**config.mk**
```make
export PLATFORM = sky130hd
export DESIGN_NAME = dbus_master_arbiter
export DESIGN_NICKNAME = d
export VERILOG_FILES = /design/src/rtl/dbus_master_arbiter.sv
export SDC_FILE = /design/constraint.sdc
export NUM_CORES = 1
export LEC_CHECK = 0
export CAP_MARGIN = 20
export CORE_AREA = 2 2 109 111
export CTS_BUF_LIST = sky130_fd_sc_hd__clkbuf_4 sky130_fd_sc_hd__clkbuf_8
export DETAILED_ROUTE_END_ITERATION = 16
export DIE_AREA = 0 0 111 113
export HOLD_SLACK_MARGIN = 0.03
export SLEW_MARGIN = 5
export SYNTH_ARGS = -nofsm -noshare
export SYNTH_HDL_FRONTEND = slang
export SYNTH_SLANG_ARGS = --single-unit
```
**constraint.sdc**
```tcl
create_clock -name clk -period 1.6 [get_ports clk]
set_input_delay 0.32 -clock clk [delete_from_list [all_inputs] [get_ports clk]]
set_output_delay 0.32 -clock clk [all_outputs]
set_load 0.02 [all_outputs]
```
**src/rtl/dbus_master_arbiter.sv**
```systemverilog
// Round-robin arbiter sharing one downstream data bus between NUM_MASTERS requesters.
// One transaction per grant, with a per-transaction timeout that completes with an error.
module dbus_master_arbiter #(
  parameter int NUM_MASTERS    = 2,
  parameter int TIMEOUT_CYCLES = 255
) (
  input  logic                           clk,
  input  logic                           rst,
  input  logic [NUM_MASTERS-1:0]         m_req,
  input  logic [NUM_MASTERS-1:0]         m_we,
  input  logic [4*NUM_MASTERS-1:0]       m_be,
  input  logic [32*NUM_MASTERS-1:0]      m_addr,
  input  logic [32*NUM_MASTERS-1:0]      m_wdata,
  output logic [NUM_MASTERS-1:0]         m_ack,
  output logic [NUM_MASTERS-1:0]         m_err,
  output logic [31:0]                    m_rdata,
  output logic                           s_req,
  output logic                           s_we,
  output logic [3:0]                     s_be,
  output logic [31:0]                    s_addr,
  output logic [31:0]                    s_wdata,
  input  logic [31:0]                    s_rdata,
  input  logic                           s_ack,
  output logic [$clog2(NUM_MASTERS)-1:0] grant_id,
  output logic                           busy
);

  localparam int GW = $clog2(NUM_MASTERS);
  localparam int CW = $clog2(TIMEOUT_CYCLES + 1);
  localparam logic [CW-1:0] TERM_CNT  = CW'(TIMEOUT_CYCLES - 1);
  localparam logic [CW-1:0] CNT_ONE   = CW'(1);
  localparam logic [GW-1:0] LAST_INIT = GW'(NUM_MASTERS - 1);

  typedef enum logic {IDLE = 1'b0, BUSY = 1'b1} state_t;

  state_t         state_r, state_s;
  logic [GW-1:0]  grant_r, last_grant_r, pick_s;
  logic [CW-1:0]  cnt_r;
  logic           term_s, done_s;

  logic [3:0]     be_a    [NUM_MASTERS];
  logic [31:0]    addr_a  [NUM_MASTERS];
  logic [31:0]    wdata_a [NUM_MASTERS];

  // Index arithmetic must wrap modulo NUM_MASTERS, which need not be a power of two.
  function automatic logic [GW-1:0] wrap_idx(input logic [GW-1:0] base, input int offs);
    int sum;
    sum = int'(base) + offs;
    return GW'(sum % NUM_MASTERS);
  endfunction

  for (genvar g = 0; g < NUM_MASTERS; g++) begin : g_unpack
    assign be_a[g]    = m_be[4*g+3 : 4*g];
    assign addr_a[g]  = m_addr[32*g+31 : 32*g];
    assign wdata_a[g] = m_wdata[32*g+31 : 32*g];
  end

  assign term_s   = (cnt_r == TERM_CNT);
  assign done_s   = (state_r == BUSY) && (s_ack || term_s);
  assign busy     = (state_r == BUSY);
  assign grant_id = grant_r;

  // Round-robin pick: scanning offsets from far to near lets the nearest requester win.
  always_comb begin
    pick_s = last_grant_r;
    for (int i = NUM_MASTERS; i >= 1; i--) begin
      pick_s = m_req[wrap_idx(last_grant_r, i)] ? wrap_idx(last_grant_r, i) : pick_s;
    end
  end

  // Next-state logic
  always_comb begin
    state_s = state_r;
    case (state_r)
      IDLE:    state_s = (|m_req) ? BUSY : IDLE;
      BUSY:    state_s = done_s ? IDLE : BUSY;
      default: state_s = IDLE;
    endcase
  end

  // Downstream mux and completion signalling; s_ack takes precedence over the timeout
  always_comb begin
    m_ack   = {NUM_MASTERS{1'b0}};
    m_err   = {NUM_MASTERS{1'b0}};
    m_rdata = 32'h0000_0000;
    s_req   = 1'b0;
    s_we    = 1'b0;
    s_be    = 4'h0;
    s_addr  = 32'h0000_0000;
    s_wdata = 32'h0000_0000;
    if (state_r == BUSY) begin
      s_req   = 1'b1;
      s_we    = m_we[grant_r];
      s_be    = be_a[grant_r];
      s_addr  = addr_a[grant_r];
      s_wdata = wdata_a[grant_r];
      if (s_ack) begin
        m_ack[grant_r] = 1'b1;
        m_rdata        = s_rdata;
      end else if (term_s) begin
        m_ack[grant_r] = 1'b1;
        m_err[grant_r] = 1'b1;
      end else begin
        m_rdata = 32'h0000_0000;
      end
    end else begin
      s_req = 1'b0;
    end
  end

  // State, grant and timeout counter registers
  always_ff @(posedge clk) begin
    if (rst) begin
      state_r      <= IDLE;
      grant_r      <= {GW{1'b0}};
      last_grant_r <= LAST_INIT;
      cnt_r        <= {CW{1'b0}};
    end else begin
      state_r <= state_s;
      case (state_r)
        IDLE: begin
          cnt_r <= {CW{1'b0}};
          if (|m_req) begin
            grant_r <= pick_s;
          end else begin
            grant_r <= grant_r;
          end
        end
        BUSY: begin
          if (done_s) begin
            last_grant_r <= grant_r;
            cnt_r        <= {CW{1'b0}};
          end else begin
            cnt_r <= cnt_r + CNT_ONE;
          end
        end
        default: cnt_r <= {CW{1'b0}};
      endcase
    end
  end

endmodule

```
==> metrics, run 1 <==
hold path startpoint last_grant_r$_SDFFE_PP1P_; WL/cell 17.7 um; root buf cell clkbuf_8; worst path arrival time 1.45 ns; Area contributors post-synth mux2i_1 (39%), nor2_1 (16%), dfxtp_1 (12%); via count 3,082; Initial Utilization 0.158; Seq/Total Area, Yosys 0.124; crit-path max FO 7; Synth Area per Inst 6.96 um^2; vias per cell 4.25; critical register-to-register path startpoint cnt_r[0]$_SDFF_PP0_; Initial DRT Pass Iterations 4; critical-path cell list buf_4, clkbuf_16, buf_6, mux2i_4, nor2_2, buf_6; cell area after placement 0.00507 mm^2; crit end category primary output; # rows 39; die height 113 um; Net count, final 757; critical path class reg2out; grt ovf 0; post-synth cell types 27; CTS HTree Levels 1; Worst Tran Pin Value 0.293 ns; status finished, violations left; Worst Setup Start Kind register; CTS max path bufs 2; fin. max-slew vios 0; fin crit share 1.10; multiplexer area fraction after synthesis 0.393; CP required 1.28 ns; IO Pins 283; Hold-fix buffers, CTS 0; crit path time final 1.77 ns; Reg-to-Reg End last_grant_r$_SDFFE_PP1P_; largest net degree at the start of global routing 37; CP max stage cell dfxtp_4; HP Class reg2reg; DP Wirelength 9640 um; area share of the leading cell type in the synthesized netlist 0.393; Worst-path clk slew 0.05 ns; area occupied by registers 231 um^2; Synthesis Warnings 0; WHS Path Cells 2; TritonCTS sink count 11; final WL 12,900 um; Synth Area in Adders 0.0140; Synth Area in XOR/XNOR 0.00982; GRT Overall Usage 0.176; cell mode on critical path buf_6; Residual DRC 0; total CTS buffers 3; Yosys top cell by area mux2i_1; Filler cells 1,047; Mapped Nets 433; Clock Skew 0.00262 ns; Mapped Area 0.00178 mm^2; CTS tree built; simple-gate share of the synthesized area 0.342; RSZ-0062 raised after global routing true; post-synthesis cell count 256; FF+latch count, synth 11; Worst R2R Setup Slack 0.13 ns; Hold EP last_grant_r$_SDFFE_PP1P_; die area 0.0125 mm^2; Die X 111 um; Pwr Density 402 mW/mm^2; Peak VDD IR 0.441 mV; worst reg2reg path depth 8; critical path's largest stage delay 0.37 ns; share of layout cells above drive strength 1 0.473; # port buffers 282; P_leak 2.40 nW; Antenna Nets Post-Route 0; failing checks negative setup slack; final setup fails 73; dpl ws -0.705 ns; multi-input logic area 0.00190 mm^2; largest family of logic cells by synthesized area multiplexers; worst skew pair latency 0.24 ns; First DRT Iteration DRCs 101; FMAX 566 MHz; complex-gate fraction of the synthesized area 0.0540; Slew Limit Headroom 0.805; Core Box Area 0.0113 mm^2; first-pass GRT wire length 17,500 um; post-route design area 0.00577 mm^2; Final Worst Setup Slack -0.166 ns; maxcap violations 0; GP Congestion 0.849; final hold violation count 0; antenna violations before repair 3; number of global-route vias before repair 2,960; synthesis-to-layout area growth 224%
where the power goes:
| part | switching [mW] | internal, mW | leakage, nW | total, mW |
|---|---|---|---|---|
| clock network | 0.104 | 0.192 | 0.0262 | 0.296 |
| logic | 0.734 | 0.999 | 2.28 | 1.73 |
| registers | 0.0113 | 0.282 | 0.0920 | 0.293 |
| total | 0.850 | 1.47 | 2.40 | 2.32 |
state kept, by name, summed over array words and instances (netlist names):
| signal | flops |
|---|---|
| cnt_r | 8 |
| busy | 1 |
| grant_id | 1 |
| last_grant_r | 1 |
critical path, delay by kind of cell (launching register included):
family | cells | cell delay (ns)
flops | 1 | 0.37
mux | 1 | 0.18
buf+inv | 4 | 0.54
simple gates | 1 | 0.12
placed cells by master (no fill, tap or decap), types with 2 or more instances in the layout:
master | Yosys | routed
mux2i_4 | 0 | 14
clkbuf_2 | 0 | 11
clkbuf_8 | 0 | 3
dfxtp_2 | 0 | 3
mux2i_1 | 70 | 30
buf_2 | 7 | 28
a21oi_1 | 6 | 6
buf_16 | 0 | 2
diode_2 | 0 | 3
nand2_1 | 4 | 4
o21ai_0 | 7 | 7
buf_6 | 0 | 39
dlygate4sd2_1 | 0 | 2
clkdlybuf4s50_1 | 0 | 173
mux2i_2 | 0 | 26
buf_4 | 2 | 45
or3b_1 | 2 | 2
dfxtp_1 | 11 | 6
clkbuf_16 | 0 | 3
clkdlybuf4s15_2 | 0 | 26
and3_1 | 33 | 33
or3_1 | 2 | 2
dfxtp_4 | 0 | 2
nor2_2 | 0 | 51
nand3_1 | 4 | 3
nor2_1 | 77 | 26
buf_12 | 0 | 12
logic make-up after synthesis:
kind of cell	Yosys count
compound gates	17
xor+xnor	2
fa+ha+maj	2
buf+inv	26
flops	11
mux	70
simple gates	128
synth_stat cells:
library cell	count
inv_2	1
mux2i_1	70
nand4_2	1
clkbuf_1	14
or3b_1	2
or3_1	2
nand2_1	4
buf_2	7
nor2b_1	2
o21bai_1	1
a21oi_1	6
xor2_1	1
buf_4	2
a41oi_1	1
nand3_1	4
nand4_1	1
o31a_1	1
and3_1	33
nand4b_1	1
nor4b_1	1
o21ai_0	7
ha_1	2
xnor2_1	1
nor2_1	77
a31oi_1	1
inv_1	2
dfxtp_1	11
routing by layer:
| layer | share of wire | track usage | up-vias |
|---|---|---|---|
| met3 | 0.061 | 0.0439 | 16 |
| met5 | 0 | 0 | - |
| li1 | - | - | 1547 |
| met4 | 0.016 | 0.0342 | 0 |
| met2 | 0.53 | 0.326 | 114 |
| met1 | 0.39 | 0.207 | 1405 |
how the worst max path moves through the flow:
stage / slack [ns] / cells after the start / from / to
5_1_grt: -0.22 / 6 / grant_id$_SDFFE_PP0P_ / s_addr[7]
3_3_place_gp: -0.73 / 4 / s_ack / m_err[0]
6_report: -0.17 / 6 / grant_id$_SDFFE_PP0P_ / s_addr[2]
3_5_place_dp: -0.71 / 4 / s_ack / m_err[0]
2_1_floorplan: -0.03 / 4 / grant_id$_SDFFE_PP0P_ / s_addr[0]
4_1_cts: -0.24 / 4 / grant_id$_SDFFE_PP0P_ / s_wdata[23]
timing repair:
item                                    CTS  global route
pin swaps                                 4            13
endpoints found under the setup margin  111           104
cloned                                    1             4
setup buffers                             4            26
gates resized for setup                 315           239
per-stage QoR:
| step | TNS [ns] | std cells | utilization | power (mW) | hold slack (ns) |
|---|---|---|---|---|---|
| after floorplan | -1.28 | 256 | - | 0.908 | 0.389 |
| after global routing | -10.63 | 724 | 0.512 | 2.43 | 0.546 |
| after global placement | -43.98 | 683 | 0.450 | 1.76 | 0.495 |
| after CTS | -9.96 | 692 | 0.463 | 2.05 | 0.524 |
| after detailed placement | -44.80 | 683 | 0.450 | 1.77 | 0.512 |
| final | -5.99 | 725 | 0.512 | 2.32 | 0.524 |
cell type report:
type | count | share of cell area
multi-input cells | 219 | 0.328
flip-flops and latches | 11 | 0.0401
inverters | 3 | 0.00282
clock buffers | 4 | 0.00845
repair buffers | 342 | 0.588
diodes | 3 | 0.00130
well taps | 143 | 0.0310
(Power assumes the default switching activity.)
==> inputs of run 2 (changes only) <==
Settings changed: CAP_MARGIN 20 to 30.
==> results of run 2 <==
No change in the layout: final DEF, timing and power equal those of run 1.
==> RTL edit 1 (flow settings as in run 2) <==
The parameter `TIMEOUT_CYCLES` goes from 255 to 510.
--- a/src/rtl/dbus_master_arbiter.sv
+++ b/src/rtl/dbus_master_arbiter.sv
@@ -4,3 +4,3 @@
   parameter int NUM_MASTERS    = 2,
-  parameter int TIMEOUT_CYCLES = 255
+  parameter int TIMEOUT_CYCLES = 510
 ) (
Behaviour: same outputs for any inputs over 4 cycles, from zero or initial values and one cycle with rst high; that may be too few to reach the edited logic, so the function may still have changed.
==> RTL edit 1 against run 2 <==
The flow still finishes with violations (negative setup slack). Setup slack worse by 0.022 ns. Combinational power is 30% higher. Count of clock-buffer cells in the layout stayed put. Wire length is 6.9% lower. Total power is 25% higher. Non-clock buffer count is 4 higher. Sequential cell count is 1 higher. Critical path depth stayed put. Area after synthesis is 12% higher. Final cell count is 0.41% lower. Core utilization is 6.6 points higher. Sequential power is 9.6% higher. Design area is 13% higher.
==> RTL edit 1: results (changes against run 2) <==
placed_design:
  routabilityCongestion: 0.8130  # -4.2%
  post_dp_cell_area_sq_um: 5490  # +8.2%
  hpwl_um: 8943  # -7.2%
  preCtsSetupSlack_ns: -0.6002  # +0.1052 ns
status:
  failed_checks: "negative setup slack"
  status: "finished, violations left"
grt:
  grt_max_degree: 41  # +11%
  grt_pass1_vias: 3157  # +6.7%
  met3_usage_pct: 4.767  # +0.37 points
  antenna_found_initial: 0  # -3
  grtUsageMet1_pct: 16.92  # -3.8 points
  grt_use_met2_pct: 32.15  # -0.45 points
finish:
  antenna_cells: 0  # -3
  layout-drive-gt1-share_pct: 51.12  # +3.8 points
  largest_register_ffs: 9  # +1
  nFillCells: 936  # -11%
worst_setup_path:
  arrival_ns: 1.47  # +0.02 ns
  critPathMaxStageDelay_ns: 0.39  # +0.02 ns
yosys:
  yosysUniqueCellTypes: 29  # +7.4%
  synth_seq_cells: 12  # +1
  seq_area_frac_synth_pct: 12.00  # -0.35 points
  synth.area.top_cells: "mux2i_1 (35%), nor2b_1 (22%), dfxtp_1 (12%)"
  syn-num-nets: 431  # -0.46%
min_path:
  hold_path.class: "flip-flop to flip-flop"
drt:
  wl_um: 11970  # -6.9%
  avgViaCountPerCell: 4.319  # +1.6%
  drt_iter0_drc: 65  # -36%
power_and_ir_drop:
  vdd_drop_max_uv: 593.4  # +35%
  power.leakage_nw: 2.712  # +13%
sta:
  finalSetupViolCount: 78  # +6.8%
  max_slew_margin_pct: 83.43  # +2.9 points
  finalClockSkew_ns: 0.001403  # -0.001218 ns
  setup_tns_ns: -8.401  # -2.412 ns
  fin_ws_ns: -0.1880  # -0.02221 ns
cts:
  cts-htree-levels: 1  # unchanged
  clock_latency_ns: 0.24  # about the same
-- RTL edit 1: cell count changes in the layout (fill, tap and decap cells not counted), moves of 17 or more --
cell	before	now
nor2_2	51	9
buf_6	39	74
nor2b_4	0	30
nor2b_2	1	26
clkdlybuf4s15_2	26	2
nor2_1	26	6
mux2i_4	14	31
-- RTL edit 1: cell families (layout without fill, tap and decap cells) --
kind of cell    count (synthesis)  in the layout  synth area share, %
mux                            69             69                34.50
flops                          12             12                12.00
xor+xnor                        7              7                3.063
compound gates                  6              6                2.063
simple gates                  129            130                40.50
fa+ha+maj                       2              2                1.250
buf+inv                        29            353                6.625
-- RTL edit 1: repair_timing --
action                                  CTS  global route
pin swaps                                 3             2
endpoints found under the setup margin  118           105
buffers inserted                         10            17
hold buffers                              0             0
gates cloned                              2             9
resized for setup                       424           250
-- RTL edit 1: worst paths after layout --
check	start	end	slack [ns]	cells past startpoint
setup / recovery	grant_id	s_wdata[25]	-0.19	6
setup reg to reg	cnt_r[1]	cnt_r[4]	-0.13	7
hold reg to reg	last_grant_r	last_grant_r	0.50	1
hold / removal	last_grant_r	last_grant_r	0.50	1
-- RTL edit 1: per-layer routing --
layer,share of wire (%),vias to the layer above
li1,-,1524
met5,0,-
met4,2.2,0
met3,7.6,16
met1,35,1430
met2,55,148
-- RTL edit 1: critical path, delay by kind of cell, from the launching register on --
family,cells,cell delay (ns)
buffers and inverters,4,0.54
DFF,1,0.39
muxes,1,0.22
and+or+nand+nor,1,0.07
-- RTL edit 1: final cells by class --
class                           count  area [sq um]  share of cell area, %
Timing Repair Buffer              346          3621                  55.56
Multi-Input combinational cell    214          2401                  36.84
Sequential cell                    12         250.2                  3.840
Tap cell                          143         178.9                  2.745
Clock buffer                        4         55.05                 0.8447
Inverter                            3         11.26                 0.1728
-- RTL edit 1: power breakdown --
part           switching [mW]  internal (mW)
Clock                   0.111          0.217
Sequential             0.0131          0.308
Combinational           0.880           1.37
Total                    1.00           1.90
-- RTL edit 1: through the flow --
step | hold slack, ns | power (mW) | cells
after floorplan | 0.3891 | 1.144 | 254
after global placement | 0.4774 | 2.081 | 681
after detailed placement | 0.4855 | 2.095 | 681
after CTS | 0.5039 | 2.578 | 697
after global routing | 0.5261 | 3.047 | 722
final | 0.5028 | 2.900 | 722
==> RTL edit 2 (config.mk and constraints of run 2) <==
Made on the original files. Reset style: asynchronous (`rst`), changed in one clocked block.
--- a/src/rtl/dbus_master_arbiter.sv
+++ b/src/rtl/dbus_master_arbiter.sv
@@ -111,3 +111,3 @@
   // State, grant and timeout counter registers
-  always_ff @(posedge clk) begin
+  always_ff @(posedge clk or posedge rst) begin
     if (rst) begin
Check against the original RTL: differs if rst is asserted again (counterexample within 4 cycles, from zero or initial values and one cycle with rst high); with rst held inactive, the same outputs for 4 cycles.
==> RTL edit 2 against run 2 <==
The flow still finishes with violations (negative setup slack). Synthesized cell count shrank 2.7%. Core utilization shrank 0.54 points. Setup slack lost 0.14 ns. Sequential cell count is the same. Design area shrank 1.1%. Clock skew grew 0.0035 ns. Wire length shrank 14%. Area after synthesis grew 1.3%. Critical path type unchanged. Highest routed layer unchanged.
Power is not compared: it rests on default switching activity, and its combinational part moved more than twofold at a synthesized area within 25%.
==> RTL edit 2: results (changes against run 2) <==
placed_design:
  placed_cells: 675  # -1.2%
  preCtsSetupSlack_ns: -0.7039  # +0.001510 ns
  hpwl_um: 8360  # -13%
  routabilityCongestion: 0.8512  # +0.32%
drt:
  wl_um: 11000  # -14%
  drt-pass1-iter-count: 4  # unchanged
  avgViaCountPerCell: 4.285  # +0.80%
  drt_iter0_drc: 110  # +8.9%
worst_setup_path:
  arrival_ns: 1.58  # +0.13 ns
  critPathMaxStageDelay_ns: 0.50  # +0.13 ns
  cp_max_fo: 9  # +2
  slowest_stage: "dfrtp_4"
yosys:
  ys_top_cells_by_count: "nor2_1 (76), mux2i_1 (69), and3_1 (32)"
  synthFlopType: "dfrtp_1"
  async_flop_share_pct: 100.0  # +100 points
  postSynthCellCount: 249  # -2.7%
  yosysUniqueCellTypes: 30  # +11%
  synth.area.top_cells: "mux2i_1 (38%), nor2_1 (16%), dfrtp_1 (14%)"
  syn-num-nets: 426  # -1.6%
  seq_area_frac_synth_pct: 15.30  # +3.0 points
sta:
  worstMarginPinSlew_ns: 0.4438  # +0.1512 ns
  finalSetupViolCount: 73  # unchanged
  finalClockSkew_ns: 0.006080  # +0.003459 ns
  fin_ws_ns: -0.3031  # -0.1373 ns
finish:
  final_cell_count_no_fill: 709  # -2.2%
  nFillCells: 1054  # +0.67%
  largest_register_ffs: 8  # unchanged
  antenna_cells: 0  # -3
  regMostFlops: "cnt_r"
  final_nets: 744  # -1.7%
  layout-drive-gt1-share_pct: 46.47  # -0.86 points
grt:
  grt_use_met2_pct: 29.57  # -3.0 points
  grt_max_degree: 43  # +16%
  grt_use_total_pct: 15.22  # -2.4 points
  grt_pass1_vias: 2992  # +1.1%
  met3_usage_pct: 3.160  # -1.2 points
  grt_pass1_wl_um: 15780  # -9.7%
  antenna_found_initial: 0  # -3
  grtUsageMet1_pct: 18.14  # -2.5 points
cts:
  cts-htree-levels: 1  # unchanged
  cts-root-buf: "clkbuf_8"
status:
  status: "finished, violations left"
  failed_checks: "negative setup slack"
[RTL edit 2: power groups by stage]
stage / clock [mW] / sequential [mW] / combinational (mW)
2_1_floorplan: 0 / 0.343 / 1.53
3_3_place_gp: 0 / 0.371 / 2.91
3_5_place_dp: 0 / 0.371 / 2.93
4_1_cts: 0.315 / 0.376 / 3.18
5_1_grt: 0.322 / 0.346 / 4.16
6_report: 0.308 / 0.344 / 3.95
[RTL edit 2: per-layer routing]
metal  wire length [um]  up-vias
met2               5968      149
met1               4238     1387
li1                   -     1500
met4                  8        0
met5                  0        -
met3                784        2
[RTL edit 2: logic make-up (layout without fill, tap and decap cells)]
group	count (synthesis)	in the layout	synth area share [%]
AO/OA/AOI/OAI	13	13	4.778
XOR/XNOR	2	2	0.9697
multiplexers	70	70	39.06
buffers and inverters	27	344	6.440
adder cells (fa/ha/maj)	2	2	1.385
AND/OR/NAND/NOR	124	124	32.06
flip-flops	11	11	15.30
[RTL edit 2: final cells by class]
cell class / instances / area [sq um] / share of cell area, %
timing repair buffer: 336 / 3412 / 59.74
multi-input combinational: 211 / 1774 / 31.06
sequential: 11 / 281.5 / 4.929
tap: 143 / 178.9 / 3.133
clock buffer: 4 / 48.80 / 0.8543
inverter: 4 / 16.27 / 0.2848
[RTL edit 2: final timing paths]
kind / from / to / slack, ns / cells past startpoint
setup / recovery: grant_id / s_wdata[15] / -0.30 / 5
hold / removal: rst / cnt_r[1] / 0.38 / 2
setup reg to reg: cnt_r[0] / last_grant_r / 0.09 / 6
hold reg to reg: cnt_r[0] / cnt_r[0] / 0.54 / 2
max in group asynchronous: rst / grant_id / 0.87 / 2
min in group clk: cnt_r[0] / cnt_r[0] / 0.54 / 2
[RTL edit 2: timing repair]
item,4_1_cts,5_1_grt
pin swaps,4,19
gates resized for setup,402,215
gates cloned,5,2
setup endpoints to repair,108,106
setup buffers,6,19
[RTL edit 2: per-stage QoR]
step	util (%)	setup TNS (ns)	area [sq um]	power (mW)	hold WS, ns
floorplan	-	-0.4092	1966	1.874	0.1717
global placement	45.20	-45.01	5095	3.277	0.5239
detailed placement	45.20	-47.32	5095	3.302	0.5344
CTS	46.86	-20.06	5283	3.868	0.4072
global route	50.67	-20.02	5712	4.826	0.4400
finish	50.67	-16.40	5712	4.599	0.3785
